`src/rtl/cva6_refill_read_arbiter.sv`:
```
`default_nettype none
// ============================================================================
//  Module   : cva6_refill_read_arbiter
//  Brief    : Shares one refill memory read channel between the I$ (source 0)
//             and the D$ (source 1). Round-robin grant with lock-until-accept,
//             source tag in the ID MSB, per-source outstanding limits,
//             zero-latency response routing and a drain/idle handshake.
//  Revision : 1.0 - initial release
// ============================================================================
module cva6_refill_read_arbiter #(
  parameter int unsigned ADDR_WIDTH      = 64,
  parameter int unsigned ID_WIDTH        = 4,
  parameter int unsigned DATA_WIDTH      = 128,
  parameter int unsigned MAX_OUTSTANDING = 8
) (
  input  logic                               clk_i,
  input  logic                               rst_i,
  // per-source request side
  input  logic [1:0]                         src_req_valid_i,
  output logic [1:0]                         src_req_ready_o,
  input  logic [1:0][ADDR_WIDTH-1:0]         src_req_addr_i,
  input  logic [1:0][ID_WIDTH-1:0]           src_req_id_i,
  // memory request side
  output logic                               mem_req_valid_o,
  input  logic                               mem_req_ready_i,
  output logic [ADDR_WIDTH-1:0]              mem_req_addr_o,
  output logic [ID_WIDTH:0]                  mem_req_id_o,
  // memory response side
  input  logic                               mem_resp_valid_i,
  output logic                               mem_resp_ready_o,
  input  logic [ID_WIDTH:0]                  mem_resp_id_i,
  input  logic [DATA_WIDTH-1:0]              mem_resp_data_i,
  input  logic                               mem_resp_last_i,
  // per-source response side
  output logic [1:0]                         src_resp_valid_o,
  input  logic [1:0]                         src_resp_ready_i,
  output logic [ID_WIDTH-1:0]                src_resp_id_o,
  output logic [DATA_WIDTH-1:0]              src_resp_data_o,
  output logic                               src_resp_last_o,
  // flush sequencing
  input  logic                               drain_i,
  output logic                               idle_o,
  output logic                               err_o
);

  localparam int unsigned           c_cnt_w   = $clog2(MAX_OUTSTANDING + 1);
  localparam logic [c_cnt_w-1:0]    c_cnt_max = c_cnt_w'(MAX_OUTSTANDING);

  typedef enum logic [0:0] {
    ST_IDLE   = 1'b0,
    ST_LOCKED = 1'b1
  } state_t;

  state_t     r_state;
  state_t     w_state_nxt;
  logic       r_lock_src;
  logic       r_rr;
  logic       r_err;

  logic [1:0] w_elig;
  logic [1:0] w_cnt_room;
  logic [1:0] w_cnt_zero;
  logic [1:0] w_inc;
  logic [1:0] w_dec;
  logic       w_gnt_valid;
  logic       w_sel;
  logic       w_req_hs;
  logic       w_rsp_src;
  logic       w_rsp_done;

  // A source may compete only with room left in its counter and no drain pending
  assign w_elig = src_req_valid_i & w_cnt_room & {2{~drain_i}};

  // Grant selection and next state: IDLE picks (rr breaks ties), LOCKED holds
  always_comb begin
    w_state_nxt = r_state;
    w_gnt_valid = 1'b0;
    w_sel       = 1'b0;
    case (r_state)
      ST_IDLE: begin
        if (|w_elig) begin
          w_gnt_valid = 1'b1;
          w_sel       = (&w_elig) ? r_rr : w_elig[1];
          if (!mem_req_ready_i) begin
            w_state_nxt = ST_LOCKED;
          end
        end
      end
      ST_LOCKED: begin
        w_gnt_valid = 1'b1;
        w_sel       = r_lock_src;
        if (mem_req_ready_i) begin
          w_state_nxt = ST_IDLE;
        end
      end
      default: begin
        w_state_nxt = ST_IDLE;
      end
    endcase
  end

  assign w_req_hs           = w_gnt_valid & mem_req_ready_i;
  assign mem_req_valid_o    = w_gnt_valid;
  assign mem_req_addr_o     = src_req_addr_i[w_sel];
  assign mem_req_id_o       = {w_sel, src_req_id_i[w_sel]};
  assign src_req_ready_o[0] = w_gnt_valid & mem_req_ready_i & ~w_sel;
  assign src_req_ready_o[1] = w_gnt_valid & mem_req_ready_i &  w_sel;

  // State, lock owner and round-robin pointer; pointer flips away from the winner
  always_ff @(posedge clk_i) begin
    if (rst_i) begin
      r_state    <= ST_IDLE;
      r_lock_src <= 1'b0;
      r_rr       <= 1'b0;
    end else begin
      r_state <= w_state_nxt;
      if ((r_state == ST_IDLE) && w_gnt_valid && !mem_req_ready_i) begin
        r_lock_src <= w_sel;
      end
      if (w_req_hs) begin
        r_rr <= ~w_sel;
      end
    end
  end

  // Response routing: the ID MSB names the requester, remaining bits pass through
  assign w_rsp_src        = mem_resp_id_i[ID_WIDTH];
  assign src_resp_valid_o = {mem_resp_valid_i & w_rsp_src, mem_resp_valid_i & ~w_rsp_src};
  assign mem_resp_ready_o = src_resp_ready_i[w_rsp_src];
  assign src_resp_id_o    = mem_resp_id_i[ID_WIDTH-1:0];
  assign src_resp_data_o  = mem_resp_data_i;
  assign src_resp_last_o  = mem_resp_last_i;
  assign w_rsp_done       = mem_resp_valid_i & src_resp_ready_i[w_rsp_src] & mem_resp_last_i;

  assign w_inc = {2{w_req_hs}}   & {w_sel, ~w_sel};
  assign w_dec = {2{w_rsp_done}} & {w_rsp_src, ~w_rsp_src};

  generate
    for (genvar s = 0; s < 2; s++) begin : g_cnt
      logic [c_cnt_w-1:0] r_cnt;

      // Outstanding reads: +1 on accept, -1 on last beat, floor at zero
      always_ff @(posedge clk_i) begin
        if (rst_i) begin
          r_cnt <= '0;
        end else if (w_inc[s] && !w_dec[s]) begin
          r_cnt <= r_cnt + c_cnt_w'(1);
        end else if (w_dec[s] && !w_inc[s] && (r_cnt != '0)) begin
          r_cnt <= r_cnt - c_cnt_w'(1);
        end
      end

      assign w_cnt_room[s] = (r_cnt < c_cnt_max);
      assign w_cnt_zero[s] = (r_cnt == '0);
    end
  endgenerate

  // Sticky flag for a completion that no outstanding read accounts for
  always_ff @(posedge clk_i) begin
    if (rst_i) begin
      r_err <= 1'b0;
    end else if (|(w_dec & w_cnt_zero)) begin
      r_err <= 1'b1;
    end
  end

  assign err_o  = r_err;
  assign idle_o = (r_state == ST_IDLE) & (&w_cnt_zero);

endmodule
`default_nettype wire

```
`config.mk`:
```
export PLATFORM = sky130hd
export DESIGN_NAME = cva6_refill_read_arbiter
export DESIGN_NICKNAME = d
export VERILOG_FILES = /design/src/rtl/cva6_refill_read_arbiter.sv
export SDC_FILE = /design/constraint.sdc
export NUM_CORES = 1
export LEC_CHECK = 0
export CAP_MARGIN = 20
export CORE_AREA = 2 2 189 191
export DETAILED_ROUTE_END_ITERATION = 7
export DIE_AREA = 0 0 191 193
export SYNTH_ARGS = -nofsm -noshare
export SYNTH_HDL_FRONTEND = slang
export SYNTH_SLANG_ARGS = --single-unit
```
`constraint.sdc`:
```
create_clock -name clk_i -period 3.4 [get_ports clk_i]
set_input_delay 0.68 -clock clk_i [delete_from_list [all_inputs] [get_ports clk_i]]
set_output_delay 0.68 -clock clk_i [all_outputs]
set_load 0.03 [all_outputs]
```
### Yosys cells after proc, flatten, opt, wreduce, memory -nomap -nowiden

Cells that the tools add are included.

| cells by class | value |
|---|---|
| bitwise gates (word level) | 17 |
| mux-type cells | 18 |
| reduce and logical (&&, ||, !) cells | 23 |
| add/sub/neg operators | 4 |
| order comparisons | 4 |

Operators by type and width:

| cell | count |
|---|---|
| $mux W64 | 2 |
| $mux W4 | 6 |
| $and A2 B2 Y2 | 5 |
| $add A4 B1 Y4 const B | 2 |
| $and A1 B1 Y1 | 8 |
| $logic_and A1 B1 Y1 | 8 |
| $logic_not A4 Y1 | 2 |
| $lt A4 B4 Y1 const B | 2 |
| $reduce_bool A4 Y1 | 2 |
| $sub A4 B1 Y4 const B | 2 |
| $mux W1 | 7 |
| $pmux W1 S2 | 3 |
| $logic_not A1 Y1 | 5 |
| $lt A1 B2 Y1 const B | 2 |
| $not A1 Y1 | 4 |
| $reduce_and A2 Y1 | 2 |
| $reduce_bool A2 Y1 | 2 |
| $reduce_or A2 Y1 | 2 |

| storage, ports and cells | value |
|---|---|
| register bits after elaboration | 12 |
| input bits | 279 |
| output and inout bits | 210 |
| logic and storage cells | 72 |

### Logic depth before layout (Yosys ltp)

Gate-level depths: netlist (run 1).

| logic depth | value |
|---|---|
| depth after elaboration | 14 |
| depth in mapped cells | 11 |
| depth with buffers taken out | 10 |

### Worst setup path after synthesis (run 1)

OpenSTA, ideal clock, no wires.

| timing path | value |
|---|---|
| path kind | input to register |
| start | in src_req_valid_i[0] |
| end | reg g_cnt[0].r_cnt[3] |
| data arrival time | 3.230 ns |
| slack | 0.050 ns |
| path buffers | 0 |
| setup time | 0.121 ns |
| required time | 3.279 ns |
| stages on the path | 10 |
| cells stage by stage | nor3b_1 > o21ai_0 > a21oi_1 > nand2_1 > ha_1 > a21o_1 > a21oi_1 > nor2_1 > mux2i_1 > mux2_2 |

| on the way | value |
|---|---|
| word-level cells in the longest chain between the ends | 12 |
| elaborated cells on any way between the ends | 18 |
| those cells by class | mux (6); bitwise (5); reduce/logical (7) |

Ends and longest elaborated chain:

| what | RTL line | RTL |
|---|---|---|
| start: declaration | 19 | `input logic [1:0] src_req_valid_i,` |
| $and A2 B2 Y2 (*) (2 in a row) | 72 | `assign w_elig = src_req_valid_i & w_cnt_room & {2{~drain_i}};` |
| $reduce_and A2 Y1 | 83 | `w_sel = (&w_elig) ? r_rr : w_elig[1];` |
| $mux W1 | 83 |  |
| $mux W1 | 81 | `if (\|w_elig) begin` |
| $pmux W1 S2 | 79 | `case (r_state)` |
| $not A1 Y1 | 135 | `assign w_inc = {2{w_req_hs}} & {w_sel, ~w_sel};` |
| $and A2 B2 Y2 (*) | 135 |  |
| $logic_not A1 Y1 | 148 | `end else if (w_dec[s] && !w_inc[s] && (r_cnt != '0)) begin` |
| $logic_and A1 B1 Y1 (2 in a row) | 148 |  |
| $reduce_bool A2 Y1 (no line) | -- |  |
| end signal: assignment | 147 | `r_cnt <= r_cnt + c_cnt_w'(1);` |
| end signal: assignment | 149 | `r_cnt <= r_cnt - c_cnt_w'(1);` |
| end: declaration | 140 | `logic [c_cnt_w-1:0] r_cnt;` |

Mark *: on every way between the ends. The rest lies on a longest branch, timed or not.
A chain may end at the register's enable or synchronous reset.

### Worst setup path in the final report (run 1)

| timing path | value |
|---|---|
| start | in drain_i |
| end | out mem_req_addr_o[19] |

| on the way | value |
|---|---|
| word-level cells in the longest chain between the ends | 8 |
| elaborated cells on any way between the ends | 9 |
| those cells by class | mux (5); bitwise (2); reduce/logical (2) |

Ends and longest elaborated chain:

| what | RTL line | RTL |
|---|---|---|
| start: declaration | 41 | `input logic drain_i,` |
| $not A1 Y1 (*) | 72 |  |
| $and A2 B2 Y2 (*) | 72 |  |
| $reduce_and A2 Y1 | 83 |  |
| $mux W1 | 83 |  |
| $mux W1 (*) | 81 |  |
| $pmux W1 S2 (*) | 79 |  |
| $mux W64 (not written as such) (*) (2 in a row) | 104 | `assign mem_req_addr_o = src_req_addr_i[w_sel];` |
| end: declaration | 26 | `output logic [ADDR_WIDTH-1:0] mem_req_addr_o,` |

Mark *: on every way between the ends. The rest lies on a longest branch, timed or not. The select of a mux whose other input is x is not followed.

==> results of run 1 <==
-- sequential cells by signal (all words and copies together) (netlist names) --
signal / flops
g_cnt.r_cnt: 8
r_rr: 1
r_state: 1
err_o: 1
r_lock_src: 1
-- metal layers --
layer	GRT usage	up-vias	part of all wire
met5	0	-	0
met4	0.0262	0	0.042
met3	0.0369	46	0.16
met2	0.0967	192	0.47
met1	0.0602	1082	0.33
li1	-	1134	-
-- final cells by class --
| type | count | area (µm²) | area share |
|---|---|---|---|
| Timing Repair Buffer | 251 | 2530 | 0.527 |
| Multi-Input combinational cell | 148 | 1370 | 0.285 |
| Tap cell | 461 | 577 | 0.120 |
| Sequential cell | 12 | 240 | 0.0499 |
| Clock buffer | 3 | 75.1 | 0.0156 |
| Inverter | 3 | 11.3 | 0.00234 |
-- per-stage QoR --
| stage | utilization | hold WS, ns | power (µW) | std cells | setup WS [ns] |
|---|---|---|---|---|---|
| 2_1_floorplan | - | 0.462 | 812 | 307 | 0.0495 |
| 3_3_place_gp | 0.129 | 0.465 | 887 | 863 | -0.453 |
| 3_5_place_dp | 0.129 | 0.467 | 892 | 863 | -0.496 |
| 4_1_cts | 0.141 | 0.481 | 1170 | 878 | -0.108 |
| 5_1_grt | 0.138 | 0.532 | 1200 | 878 | -0.0219 |
| 6_report | 0.138 | 0.470 | 1140 | 878 | 0.0441 |
-- worst min-delay path, stage by stage (launching register included) --
cell and delay, ns:
dfxtp_1 0.32, nor2_1 0.05, nor2_1 0.07
-- cells by family after synthesis --
kind of cell / Yosys count
buf+inv: 147
mux: 76
simple gates: 46
compound gates: 18
flops: 12
fa+ha+maj: 6
xor+xnor: 2
-- where the power goes --
group	internal (µW)	leakage (µW)	switching, µW
sequential	153	0.0000979	11.8
combinational	416	0.00164	343
clock	153	0.0000370	63.4
-- worst max-delay path by stage --
stage                             startpoint                             end  slack (ns)  cells past startpoint
after floorplan           src_req_valid_i[0]  g_cnt[0].r_cnt[3]$_SDFFE_PP0P_        0.05                     10
after global placement               drain_i              mem_req_addr_o[23]       -0.45                      6
after detailed placement             drain_i              mem_req_addr_o[23]       -0.50                      6
after CTS                            drain_i              mem_req_addr_o[36]       -0.11                      9
after global routing                 drain_i              mem_req_addr_o[19]       -0.02                      9
final                                drain_i              mem_req_addr_o[19]        0.04                      9
-- what timing repair did --
| item | in CTS | in global routing |
|---|---|---|
| resized for setup | 175 | 58 |
| gates cloned | 5 | 0 |
| endpoints found under the setup margin | 68 | 32 |
| endpoints found under the hold margin | 0 | 0 |
| setup buffers | 7 | 0 |
| pin swaps | 0 | 1 |
-- cells in the final DEF (no fill, tap or decap), drive strengths merged, types with 3 or more instances in the layout --
| cell type | n |
|---|---|
| clkbuf | 3 |
| a21oi | 6 |
| mux2 | 72 |
| nand2b | 4 |
| buf | 69 |
| ha | 4 |
| dlygate4sd2 | 3 |
| clkdlybuf4s50 | 151 |
| nor2 | 9 |
| inv | 3 |
| mux2i | 4 |
| clkdlybuf4s15 | 27 |
| nand2 | 3 |
| o21ai | 7 |
| or4 | 3 |
| nor3b | 4 |
| nor2b | 8 |
| dfxtp | 12 |
| and2 | 3 |
| nor3 | 4 |
==> impl_metrics.json, run 1 <==
{
  "post-route-drc-count": 0,
  "grt_pass1_wl_mm": 15.4,
  "crit_path_cell_trace": "clkdlybuf4s15_2, or4b_4, o21ai_4, buf_6, buf_6, buf_12, bufbuf_16, mux2_2, buf_2",
  "path_delay_family": "buffers and inverters",
  "p_per_area_nw_per_um2": 237,
  "ys.flop_type": "dfxtp_1",
  "worstHoldStart": "err_o$_SDFFE_PP0P_",
  "worstHoldEndpoint": "err_o$_SDFFE_PP0P_",
  "htree_levels": 1,
  "synth-simple-area-share": 0.104,
  "synth.avg_cell_area_um2": 8.64,
  "dpl_cell_area_um2": 4510,
  "rr_endpoint": "g_cnt[1].r_cnt[3]$_SDFFE_PP0P_",
  "synthTopCellsByArea": "buf_4, mux2_2, dfxtp_1",
  "synth_xor_area_frac": 0.00660,
  "crit_required_ns": 2.72,
  "final_nets": 704,
  "post-dp-hpwl_mm": 9.96,
  "finalSetupViolCount": 0,
  "fin_crit_ns": 3.36,
  "worstPathMaxFanout": 7,
  "synth_area_um2": 2650,
  "hold_buffers": 0,
  "syn_to_final_growth_pct": 81.4,
  "critical_path_buf_inv_count": 6,
  "final_area_um2": 4810,
  "finalHoldViolations": 0,
  "cp-end-kind": "output pin",
  "netlist_instances": 307,
  "cellLeakagePower_uw": 0.00178,
  "clk_pin_slew_ns": 0.04,
  "grt_antenna_before_repair": 0,
  "worst_pin_slew_ns": 0.702,
  "synth_seq_cells": 12,
  "synth.most_common_cell": "buf_4",
  "clock_latency_ns": 0.24,
  "port_buffers": 224,
  "vdd_drop_max_mv": 0.165,
  "die_w_um": 191,
  "yosysUniqueCellTypes": 34,
  "max-clock-path-buffers": 2,
  "cts_tree": "yes",
  "cts_sinks": 12,
  "crit_path_start_kind": "primary input",
  "cts_root_buffer": "clkbuf_16",
  "synth-edff-count": 0,
  "postRouteWirelength_mm": 12.7,
  "period_share": 0.987,
  "setup_tns_ns": 0,
  "pin_count": 489,
  "placementRows": 69,
  "worstSetupPathType": "primary input to output pin",
  "die_h_um": 193,
  "drv_slew": 0,
  "grt_util_all_layers": 0.0592,
  "worst_hold_path_type": "register to register",
  "fmax_mhz": 298,
  "overflow": 0,
  "first_global_vias": 2339,
  "viasPerCell": 2.79,
  "drive_above_1_share": 0.408,
  "min_path_cells": 2,
  "final_antenna_net_count": 0,
  "yosys.area.top_type": "buf_4",
  "yosys-top-cells-count": "buf_4, mux2_2, dfxtp_1",
  "yosysSeqAreaShare": 0.0906,
  "yosysWarnings": 0,
  "synth_top_family_by_area": "buffers and inverters",
  "floorplan.initialDensity": 0.0759,
  "num_vias": 2454,
  "core_area_um2": 35000,
  "async_flop_share": 0,
  "status": "completed",
  "relSlewSlack": 0.530,
  "synthMuxAreaShare": 0.321,
  "n_fill_cell": 3985,
  "synth-adder-area-share": 0.0340,
  "grt_max_degree": 21,
  "cp_slowest_stage_delay_ns": 0.51,
  "crit_slowest_cell": "or4b_4",
  "synth_compound_area_frac": 0.0429,
  "finalClockSkew_ns": 0.00442,
  "dieArea_um2": 36900,
  "timing.critical_path.mode_cell": "buf_6",
  "dr.pass1.iters": 4,
  "gp_congestion": 0.686,
  "num_antenna_cells": 0,
  "drt_iter0_drc": 41,
  "synth_nets": 592,
  "rr_worst_depth": 13,
  "rsz0062_at_grt": "true",
  "numCtsBuffers": 3,
  "r2r_start": "r_state$_SDFF_PP0_",
  "maxCapViolCount": 0,
  "wl_per_cell_um": 14.5,
  "critPathArrivalTime_ns": 2.68,
  "netlist.area_leader.share": 0.379,
  "r2r_slack_ns": 0.36
}
No activity file was read; power rests on OpenSTA's default activity.
==> run 2, diff against run 1 <==
--- a/config.mk
+++ b/config.mk
@@ -7,6 +7,7 @@
 export LEC_CHECK = 0
 export CAP_MARGIN = 20
 export CORE_AREA = 2 2 189 191
+export CTS_BUF_LIST = sky130_fd_sc_hd__clkbuf_2
 export DETAILED_ROUTE_END_ITERATION = 7
 export DIE_AREA = 0 0 191 193
 export SYNTH_ARGS = -nofsm -noshare
==> impl_metrics.json, run 2 (synthesis results as in run 1) <==
{
  "critPathArrivalTime_ns": 2.68,
  "period_share": 0.987,
  "die_h_um": 193,
  "n_fill_cell": 3988,
  "drt_iter0_drc": 27,
  "dieArea_um2": 36900,
  "crit_path_start_kind": "primary input",
  "post-route-drc-count": 0,
  "post-dp-hpwl_mm": 9.96,
  "cellLeakagePower_uw": 0.00175,
  "num_antenna_cells": 0,
  "fin_crit_ns": 3.36,
  "cp_slowest_stage_delay_ns": 0.51,
  "drv_slew": 0,
  "core_area_um2": 35000,
  "numCtsBuffers": 3,
  "mostFrequentLayoutCell": "clkdlybuf4s50_1",
  "grt_util_all_layers": 0.0591,
  "clk_pin_slew_ns": 0.13,
  "status": "completed",
  "final_antenna_net_count": 0,
  "worst_hold_path_type": "register to register",
  "relSlewSlack": 0.507,
  "cts_tree": "yes",
  "clock_latency_ns": 0.28,
  "grt_max_degree": 21,
  "clock_power_share": 0.077,
  "cts_sinks": 12,
  "setup_tns_ns": 0,
  "worst_pin_slew_ns": 0.737,
  "wl_per_cell_um": 14.5,
  "maxCapViolCount": 0,
  "overflow": 0,
  "viasPerCell": 2.80,
  "drive_above_1_share": 0.408,
  "final_cell_mix": "clkdlybuf4s50_1, mux2_2, buf_4, clkdlybuf4s15_2, buf_2",
  "p_per_area_nw_per_um2": 211,
  "crit_required_ns": 2.72,
  "die_w_um": 191,
  "syn_to_final_growth_pct": 79.2,
  "final_nets": 704,
  "num_vias": 2456,
  "max-clock-path-buffers": 2,
  "port_buffers": 224,
  "whs_ns": 0.495,
  "fmax_mhz": 298,
  "dr.pass1.iters": 4,
  "grt_pass1_wl_mm": 15.5,
  "finalHoldViolations": 0,
  "placementRows": 69,
  "finalClockSkew_ns": 0.00275,
  "pin_count": 489,
  "p_switching_uw": 409,
  "worstSetupPathType": "primary input to output pin",
  "timing.critical_path.mode_cell": "buf_6",
  "seqPwrFrac": 0.164,
  "hold_buffers": 0,
  "worstPathMaxFanout": 7,
  "first_global_vias": 2347,
  "htree_levels": 1,
  "largest_reg_flops": 8,
  "cts_root_buffer": "clkbuf_2",
  "floorplan.initialDensity": 0.0759,
  "finalSetupViolCount": 0,
  "rsz0062_at_grt": "true",
  "p_int_uw": 592,
  "gp_congestion": 0.686,
  "grt_antenna_before_repair": 0,
  "p_total_uw": 1000,
  "postRouteWirelength_mm": 12.7,
  "crit_slowest_cell": "or4b_4",
  "vdd_drop_max_mv": 0.0752,
  "p_comb_frac": 0.759,
  "cp-end-kind": "output pin",
  "crit_path_cell_trace": "clkdlybuf4s15_2, or4b_4, o21ai_4, buf_6, buf_6, buf_12, bufbuf_16, mux2_2, buf_2",
  "regMostFlops": "g_cnt.r_cnt",
  "netSwitchingFraction": 0.408
}
==> run 2: cell counts in the layout (fill, tap and decap cells not counted) <==
No cell type changed its count.
==> run 2: worst paths after layout <==
path	startpoint	cells after the start	slack, ns	endpoint
worst max-delay path	drain_i	9	0.04	mem_req_addr_o[19]
worst min-delay path	err_o$_SDFFE_PP0P_	2	0.49	err_o$_SDFFE_PP0P_
worst max register to register	r_state$_SDFF_PP0_	13	0.34	g_cnt[1].r_cnt[3]$_SDFFE_PP0P_
worst min register to register	err_o$_SDFFE_PP0P_	2	0.49	err_o$_SDFFE_PP0P_
==> run 2: through the flow <==
stage	instances	util	worst slack [ns]	area, µm²
floorplan	307	-	0.0495	2650
global placement	863	0.129	-0.453	4510
detailed placement	863	0.129	-0.496	4510
CTS	878	0.139	-0.108	4860
finish	878	0.136	0.0442	4750
global route	878	0.136	-0.0219	4750
==> run 2: metal layers <==
layer	vias up	wire [µm]	GRT usage
li1	1134	-	-
met4	0	528	0.0262
met1	1083	4180	0.0602
met2	193	6000	0.0969
met5	-	0	0
met3	46	1990	0.0364
==> run 2: critical path, delay by kind of cell <==
family          cells  cell delay, ns
compound gates      1            0.18
buf+inv             6            0.98
mux                 1            0.32
simple gates        1            0.51
==> run 2: what timing repair did <==
| action | 4_1_cts | 5_1_grt |
|---|---|---|
| cloned | 5 | 0 |
| pin swaps | 0 | 1 |
| gates resized for setup | 174 | 59 |
| setup buffers | 7 | 0 |
| endpoints found under the setup margin | 67 | 32 |
==> run 2: power by group through the flow <==
stage          Sequential [µW]  Combinational, µW  Clock, µW
3_5_place_dp               168                725          0
4_1_cts                    164                779       79.3
3_3_place_gp               167                720          0
6_report                   164                760       77.4
5_1_grt                    166                810       83.8
2_1_floorplan              166                646          0
==> run 2: area by class of cell <==
class                           count  area (µm²)  share of cell area
Inverter                            3        11.3             0.00237
Timing Repair Buffer              251        2530               0.533
Sequential cell                    12         240              0.0506
Clock buffer                        3        15.0             0.00316
Multi-Input combinational cell    148        1370               0.289
Tap cell                          461         577               0.121
